**src/rtl/pair_serializer.sv**
```systemverilog
// Pair FIFO feeding an internal 16-bit 2:1 word mux; each (A, B) pair is emitted as A then B.
// Optional PAIR_COUNT_EN adds a 16-bit completed-pair counter on port pair_count.

module pair_serializer_mux #(
  parameter int WIDTH = 16
) (
  input  logic             sel,
  input  logic [WIDTH-1:0] a,
  input  logic [WIDTH-1:0] b,
  output logic [WIDTH-1:0] y
);
  assign y = sel ? b : a;
endmodule

module pair_serializer #(
  parameter int WIDTH = 16,
  parameter int DEPTH = 2
) (
  input  logic             clk,
  input  logic             rst_n,
  input  logic             in_valid,
  output logic             in_ready,
  input  logic [WIDTH-1:0] in_a,
  input  logic [WIDTH-1:0] in_b,
  output logic             out_valid,
  input  logic             out_ready,
  output logic [WIDTH-1:0] out_data,
  output logic             out_last
`ifdef PAIR_COUNT_EN
  ,output logic [15:0]     pair_count
`endif
);

  localparam int PTR_W = (DEPTH > 1) ? $clog2(DEPTH) : 1;
  localparam int CNT_W = $clog2(DEPTH + 1);

  typedef enum logic {
    SEND_A = 1'b0,
    SEND_B = 1'b1
  } phase_e;

  phase_e           phase_q, phase_d;
  logic [PTR_W-1:0] wr_ptr_q, wr_ptr_d;
  logic [PTR_W-1:0] rd_ptr_q, rd_ptr_d;
  logic [CNT_W-1:0] count_q, count_d;
  logic [WIDTH-1:0] mem_a_q [DEPTH];
  logic [WIDTH-1:0] mem_a_d [DEPTH];
  logic [WIDTH-1:0] mem_b_q [DEPTH];
  logic [WIDTH-1:0] mem_b_d [DEPTH];
  logic [WIDTH-1:0] mux_y;

  logic push;
  logic word_hs;
  logic pop;

  // Handshake flags derive only from registered state, so in_ready never depends on out_ready.
  assign in_ready  = (count_q != CNT_W'(DEPTH));
  assign out_valid = (count_q != '0);
  assign push      = in_valid && in_ready;
  assign word_hs   = out_valid && out_ready;
  assign pop       = word_hs && (phase_q == SEND_B);

  pair_serializer_mux #(
    .WIDTH(WIDTH)
  ) u_mux (
    .sel(phase_q == SEND_B),
    .a  (mem_a_q[rd_ptr_q]),
    .b  (mem_b_q[rd_ptr_q]),
    .y  (mux_y)
  );

  assign out_data = out_valid ? mux_y : '0;
  assign out_last = out_valid && (phase_q == SEND_B);

  always_comb begin
    mem_a_d  = mem_a_q;
    mem_b_d  = mem_b_q;
    wr_ptr_d = wr_ptr_q;
    rd_ptr_d = rd_ptr_q;
    count_d  = count_q;
    if (push) begin
      mem_a_d[wr_ptr_q] = in_a;
      mem_b_d[wr_ptr_q] = in_b;
      wr_ptr_d          = wr_ptr_q + PTR_W'(1);
    end
    if (pop) begin
      rd_ptr_d = rd_ptr_q + PTR_W'(1);
    end
    count_d = count_q + CNT_W'(push) - CNT_W'(pop);
  end

  always_comb begin
    phase_d = phase_q;
    case (phase_q)
      SEND_A:  if (word_hs) phase_d = SEND_B;
      SEND_B:  if (word_hs) phase_d = SEND_A;
      default: phase_d = SEND_A;
    endcase
  end

  always_ff @(posedge clk or negedge rst_n) begin
    if (!rst_n) begin
      phase_q <= SEND_A;
    end else begin
      phase_q <= phase_d;
    end
  end

  always_ff @(posedge clk or negedge rst_n) begin
    if (!rst_n) begin
      wr_ptr_q <= '0;
      rd_ptr_q <= '0;
      count_q  <= '0;
      for (int i = 0; i < DEPTH; i++) begin
        mem_a_q[i] <= '0;
        mem_b_q[i] <= '0;
      end
    end else begin
      wr_ptr_q <= wr_ptr_d;
      rd_ptr_q <= rd_ptr_d;
      count_q  <= count_d;
      mem_a_q  <= mem_a_d;
      mem_b_q  <= mem_b_d;
    end
  end

`ifdef PAIR_COUNT_EN
  logic [15:0] pair_count_q, pair_count_d;

  // Counts on the B-word handshake; wraps naturally at 16 bits.
  always_comb begin
    pair_count_d = pair_count_q;
    if (pop) pair_count_d = pair_count_q + 16'd1;
  end

  always_ff @(posedge clk or negedge rst_n) begin
    if (!rst_n) begin
      pair_count_q <= '0;
    end else begin
      pair_count_q <= pair_count_d;
    end
  end

  assign pair_count = pair_count_q;
`endif

endmodule
```
**config.mk**
```make
export PLATFORM = sky130hd
export DESIGN_NAME = pair_serializer
export DESIGN_NICKNAME = d
export VERILOG_FILES = /design/src/rtl/pair_serializer.sv
export SDC_FILE = /design/constraint.sdc
export NUM_CORES = 1
export LEC_CHECK = 0
export BUFFER_PORTS_ARGS = -buffer_cell sky130_fd_sc_hd__buf_2
export CORE_UTILIZATION = 40
export DETAILED_ROUTE_END_ITERATION = 10
export MAX_ROUTING_LAYER = met4
export SETUP_SLACK_MARGIN = 0.02
export SYNTH_ARGS = -nofsm -noshare
export SYNTH_HDL_FRONTEND = slang
export SYNTH_HIERARCHICAL = 1
export SYNTH_SLANG_ARGS = --single-unit
```
**constraint.sdc**
```tcl
create_clock -name clk -period 2.64 [get_ports clk]
set_input_delay 0.132 -clock clk [delete_from_list [all_inputs] [get_ports clk]]
set_output_delay 0.132 -clock clk [all_outputs]
set_load 0.1 [all_outputs]
```
==> results of run 1 <==
worst min-delay path by stage:
stage,startpoint,endpoint,slack (ns),cells after the start
2_1_floorplan,rst_n,count_q[0],-0.16,0
3_3_place_gp,rst_n,mem_b_q[17],0.26,1
3_5_place_dp,rst_n,mem_b_q[17],0.26,1
4_1_cts,in_a[7],mem_a_q[23],0.01,2
5_1_grt,in_a[7],mem_a_q[23],0.01,2
6_report,in_a[7],mem_a_q[23],0.03,2
repair_timing:
| item | in CTS | in global routing |
|---|---|---|
| resized for setup | 0 | 0 |
| hold buffers | 1 | 0 |
| hold endpoints to repair | 31 | 0 |
| endpoints found under the setup margin | 0 | 0 |
state kept, by name (all words and copies together) (netlist names):
signal	count
mem_a_q	32
phase_q	1
mem_b_q	32
count_q	2
rd_ptr_q	1
wr_ptr_q	1
stage by stage:
| step | hold slack [ns] | std cells |
|---|---|---|
| finish | 0.0290 | 398 |
| global route | 0.0104 | 398 |
| CTS | 0.0108 | 398 |
| detailed placement | 0.261 | 381 |
| global placement | 0.260 | 381 |
| floorplan | -0.164 | 228 |
cell usage after synthesis:
master and instances:
nor2b_1 13, inv_1 1, dfrtp_1 69, buf_12 4, a21bo_2 1, nand3_1 1
mux2_2 72, mux2_4 40, clkbuf_1 2, xor2_1 1, buf_2 6, xnor2_1 3
and3b_1 1, ha_1 2, buf_6 2, nor3b_1 1, nand2_1 1, a21oi_1 1
and2b_1 5, nor2_1 1, nand2b_4 1
area by class of cell:
type	instances	area, µm²
multi-input combinational	144	1660
sequential	69	1730
clock inverter	6	30.0
tap	105	131
inverter	1	3.75
clock buffer	10	128
fill	771	4330
timing repair buffer	63	378
cells by family after synthesis:
logic type,after synthesis
xor gates and xnor gates,4
AOI/OAI and AO/OA,2
muxes,112
buffers and inverters,15
adders and majority gates,2
and+or+nand+nor,24
DFF,69
metal layers:
metal | track usage (%) | up-vias | part of all wire (%)
met2 | 25.5 | 47 | 44
li1 | - | 921 | -
met3 | 5.06 | 7 | 5.4
met1 | 21.3 | 976 | 49
met4 | 4.85 | 0 | 1.2
met5 | - | - | 0
worst max-delay path, cell delays in order, from the launching register on:
cell,delay (ns)
dfrtp_1,0.35
buf_4,0.34
mux2_2,0.39
mux2_4,0.26
and2b_1,0.15
buf_2,0.29
==> metrics.txt, run 1 <==
layout net count 326; relative slew slack approximately 48%; DR iter-0 viols 46; Crit Reg-Reg Endpoint mem_a_q[31]; commonest non-fill, non-tap cell in the layout mux2_2; dpl cell area 3890 µm²; die area 9170 µm²; Remaining DRCs 0; Area Growth Syn to Fin 15.2%; syn_area_per_cell 15.4 µm²; initial cell density of the core between 40% and 50%; Worst Skew 0.0104 ns; Synth area leaders dfrtp_1, mux2_2, mux2_4; Post-Synth Adder-Cell Area 0.711%; placed wire-length estimate between 4000 and 5000 µm; H-tree levels 3; vias a little under 2000; Hold Path Class primary input to flip-flop; CTS tree built; clock transition at the registers of the reported paths 0.08 ns; Routed WL 6540 µm; die height between 90 and 100 µm; f_max 446 MHz; RSZ-0062 raised after global routing false; Final min period 2.24 ns; post-synthesis mux area share 40.1%; Synth warnings 6; Clock Latency Late Sink 0.34 ns; core area around 8400 µm²; crit path from rd_ptr_q; clock root buffer clkbuf_8; CP max FO 24; Clock Path Buffers 2; Netlist cell types 21; required time worst endpoint 2.51 ns; worst r2r src count_q[0]; TritonCTS Buffers 9; dominant combinational cell family by area after synthesis multiplexers; worst setup path endpoint out_data[4]; Total Neg Setup Slack 0 ns; sequential share of the synthesized area 49.1%; flops & latches, synth 69; Die W approximately 96 µm; number of global-route vias before repair 2112; # diodes 0; I/O Buffers 54; gp weighted congestion 0.667; # setup viols final 0; final hold vios 0; pin count of the biggest net entering global routing 34; # Post-CTS Setup Buffers 0; # IOs 55; Cell Area, Synth 3520 µm²; first-pass GRT wire length 10900 µm; Syn Nets 266; Slew @ Worst Pin 0.786 ns; Final Cycle Share around 85%; xor/xnor share of the synthesized area less than 1%; register-to-register path setup slack 0.84 ns; final slew viol count 0; total gr overflow 0; Pre-Repair DR Iteration Count 4; fin worst setup slack about 0.40 ns; Synth area leader dfrtp_1; critical path arrival 2.11 ns; Via density between 4 and 5; DP Worst Slack ~0.77 ns; CTS Sinks between 60 and 70; share of cells above drive strength 1 66.2%; share of the core filled with cells 48.4%; Final Cell Area between 4000 and 5000 µm²; Site Rows 33; kind of critical path flip-flop to primary output; outcome complete, no violations; commonest non-fill, non-tap cells in the layout mux2_2, dfrtp_1, buf_2; crit start category flip-flop; antenna-violating nets left 0; CP endpoint kind primary output; Compound-Gate Fraction of Synth Area less than 1%; worst reg2reg path depth 4; initial antenna violation count 0; max cap viols 0; Cells after Synth ~230; Avg WL per Cell about 16 µm; simple-gate share of the synthesized area 4.59%; area share of the largest cell type after synthesis 49.1%; GRT Total Usage 16.6%
Power of run 1 is not shown: default switching activity piles up to over one toggle a cycle in this logic, so the estimate is an artifact.
==> run 2, diff against run 1 <==
ABC_AREA = 1   (was not set)
clock period = 2.3 ns   (was 2.64 ns; I/O delays follow)
==> run 2 against run 1 <==
  * Final cell count increased by 50%
  * Clock skew decreased by 0.0044 ns
  * Count of clock-buffer cells in the layout is the same
  * Worst hold slack worse by 0.0040 ns
  * Synthesized cell count grew 92%
  * Register-to-register slack got worse by 0.20 ns
  * First-iteration DRC count grew to 3.9 times the previous value
  * Critical endpoint is now out_data[1]
==> metrics.txt, run 2 <==
Synth area leaders dfrtp_1, nand2_1, nand4_1; Crit path top cell by count nand2_1; antenna-violating nets left 0 (unchanged); relative slew slack 65.1% (+17 points); CP endpoint kind primary output; Site Rows 34 (+3.0%); die area 9480 µm² (+3.3%); dpl cell area 4250 µm² (+9.3%); Total Neg Setup Slack 0 ns (unchanged); # diodes 0 (unchanged); Final Cell Area 4500 µm² (+11%); EDFF count, synth 0 (unchanged); CP top delay family flip-flops; final hold vios 0 (unchanged); Pre-Repair DR Iteration Count 4 (unchanged); Async SR Flop Fraction 100% (unchanged); outcome complete, no violations; Synth warnings 6 (unchanged); Synth area leader dfrtp_1; register-to-register path setup slack 0.64 ns (-0.20 ns); kind of critical path flip-flop to primary output; syn_area_per_cell 8.30 µm² (-46%); Routed WL 9620 µm (+47%); initial antenna violation count 0 (unchanged); top flop regs mem_a_q: 32 flops, mem_b_q: 32 flops, count_q: 2 flops; Worst Skew 0.00602 ns (-0.00441 ns); Final min period between 2 and 2.5 ns; hold-fix buffer count after cts 1 (unchanged); TritonCTS Buffers 9 (unchanged); top-count cell post-synth nand2_1; H-tree levels 3 (unchanged); Cell Area, Synth 3640 µm² (+3.4%); worst reg2reg path depth 11 (+7); final slew viol count 0 (unchanged); CP max FO 10 (-58%); register area 1730 µm² (unchanged); Final Cycle Share 91.2%; placed wire-length estimate 6430 µm (+51%); initial cell density of the core 41.5% (-0.47 points); max cap viols 0 (unchanged); delay of the slowest cell on the worst path 0.57 ns (+0.18 ns); Crit Reg-Reg Endpoint count_q[1]; first-pass GRT wire length 16100 µm (+48%); gp weighted congestion 0.790 (+18%); required time worst endpoint 2.18 ns (-0.33 ns); DR iter-0 viols 178 (+290%); share of cells above drive strength 1 29.0% (-37 points); Area Growth Syn to Fin 23.8%; worst r2r src count_q[1]; die height 97.4 µm (+1.6%); core area 8760 µm² (+4.6%); flops & latches, synth 69 (unchanged); Final Hold Slack 0.0250 ns (-0.00402 ns); Cells after Synth 438 (+92%); sequential share of the synthesized area 47.5% (-1.6 points); f_max about 480 MHz; crit path from rd_ptr_q; top cells by count, synth nand2_1, dfrtp_1, nand4_1; RSZ-0062 raised after global routing false; Worst path depth 7 (+2); Post-CTS Resized 0 (unchanged); area share of the largest cell type after synthesis 47.5% (-1.6 points); Multi-input gate area 1650 µm² (-0.38%); Slowest-stage cell, CP dfrtp_1; CTS Sinks 69 (unchanged); I/O Buffers 54 (unchanged); Clock Latency Late Sink 0.35 ns (about the same); critical path arrival 1.98 ns (-0.13 ns); layout net count 522 (+60%); Avg WL per Cell 16.1 µm (-2.0%); Clock Path Buffers 2 (unchanged); ys flop type dfrtp_1; clock root buffer clkbuf_8; commonest non-fill, non-tap cells in the layout nand2_1, dfrtp_1, nand4_1; worst setup path endpoint out_data[1]; Die W 97.4 µm (+1.6%); Slew @ Worst Pin 0.524 ns (-0.262 ns); total gr overflow 0 (unchanged); commonest non-fill, non-tap cell in the layout nand2_1; Netlist cell types 21 (unchanged); Crit path buffers/inverters 3 (+1); # IOs 55 (unchanged); crit start category flip-flop; pin count of the biggest net entering global routing 53 (+56%); number of global-route vias before repair 3134 (+48%); Critical Path, Cell by Cell buf_4 -> mux2_2 -> nand2_1 -> nand2_1 -> inv_1 -> nor2_2 -> buf_12; Syn Nets 476 (+79%); vias 3106 (+59%); Hold Path Class primary input to flip-flop; GRT Total Usage 22.4% (+5.8 points); # setup viols final 0 (unchanged); # Post-CTS Setup Buffers 0 (unchanged); Remaining DRCs 0 (unchanged); Filler Cells Inserted 837 (+8.6%); clock transition at the registers of the reported paths 0.08 ns (about the same); Via density 5.20 (+6.1%); CTS tree built
==> run 2: worst reg2reg max path: stages, from the launching register on <==
cell and delay, ns:
dfrtp_1 0.42, nor2_2 0.14, nor2_1 0.05, ha_1 0.23, nand3b_1 0.18, nand2_1 0.09, ha_1 0.16, nand2_1 0.05
nand2_1 0.08, inv_1 0.04, nand2_1 0.05, nand2_1 0.05
==> run 2: layout make-up <==
type / count / area share [%]
multi-input combinational: 309 / 36.6
inverter: 25 / 2.19
sequential: 69 / 38.3
clock inverter: 6 / 2.44
tap: 108 / 3.00
clock buffer: 10 / 3.06
timing repair buffer: 70 / 14.3
==> run 2: per-stage QoR <==
step | utilization (%) | worst slack (ns) | instances
floorplan | - | 0.117 | 438
global placement | 48.5 | 0.640 | 580
detailed placement | 48.5 | 0.598 | 580
CTS | 51.4 | 0.199 | 597
global route | 51.4 | 0.0764 | 597
finish | 51.4 | 0.203 | 597
==> run 2: worst min path at each step <==
stage | from | endpoint | slack (ns) | cells past startpoint
after floorplan | rst_n | count_q[0] | -0.18 | 0
after global placement | rst_n | mem_a_q[23] | 0.07 | 1
after detailed placement | rst_n | mem_a_q[7] | 0.07 | 1
after CTS | in_b[1] | mem_b_q[1] | 0.02 | 3
after global routing | in_b[1] | mem_b_q[17] | 0.01 | 3
final | in_b[1] | mem_b_q[1] | 0.03 | 3
==> run 2: per-layer routing <==
metal	share of wire [%]	track usage, %	up-vias
li1	-	-	1528
met3	5.6	5.18	15
met1	46	28.8	1457
met5	0	-	-
met4	2.2	7.58	0
met2	47	35.0	106
==> run 2: logic make-up (layout without fill, tap and decap cells) <==
family / Yosys count / in the layout / synth area share [%]
flip-flops: 69 / 69 / 47.5
adder cells (fa/ha/maj): 2 / 2 / 0.688
buffers and inverters: 60 / 111 / 8.19
multiplexers: 32 / 32 / 9.91
XOR/XNOR: 1 / 1 / 0.241
AND/OR/NAND/NOR: 274 / 274 / 33.5
Power of run 2 is left out for the same reason.
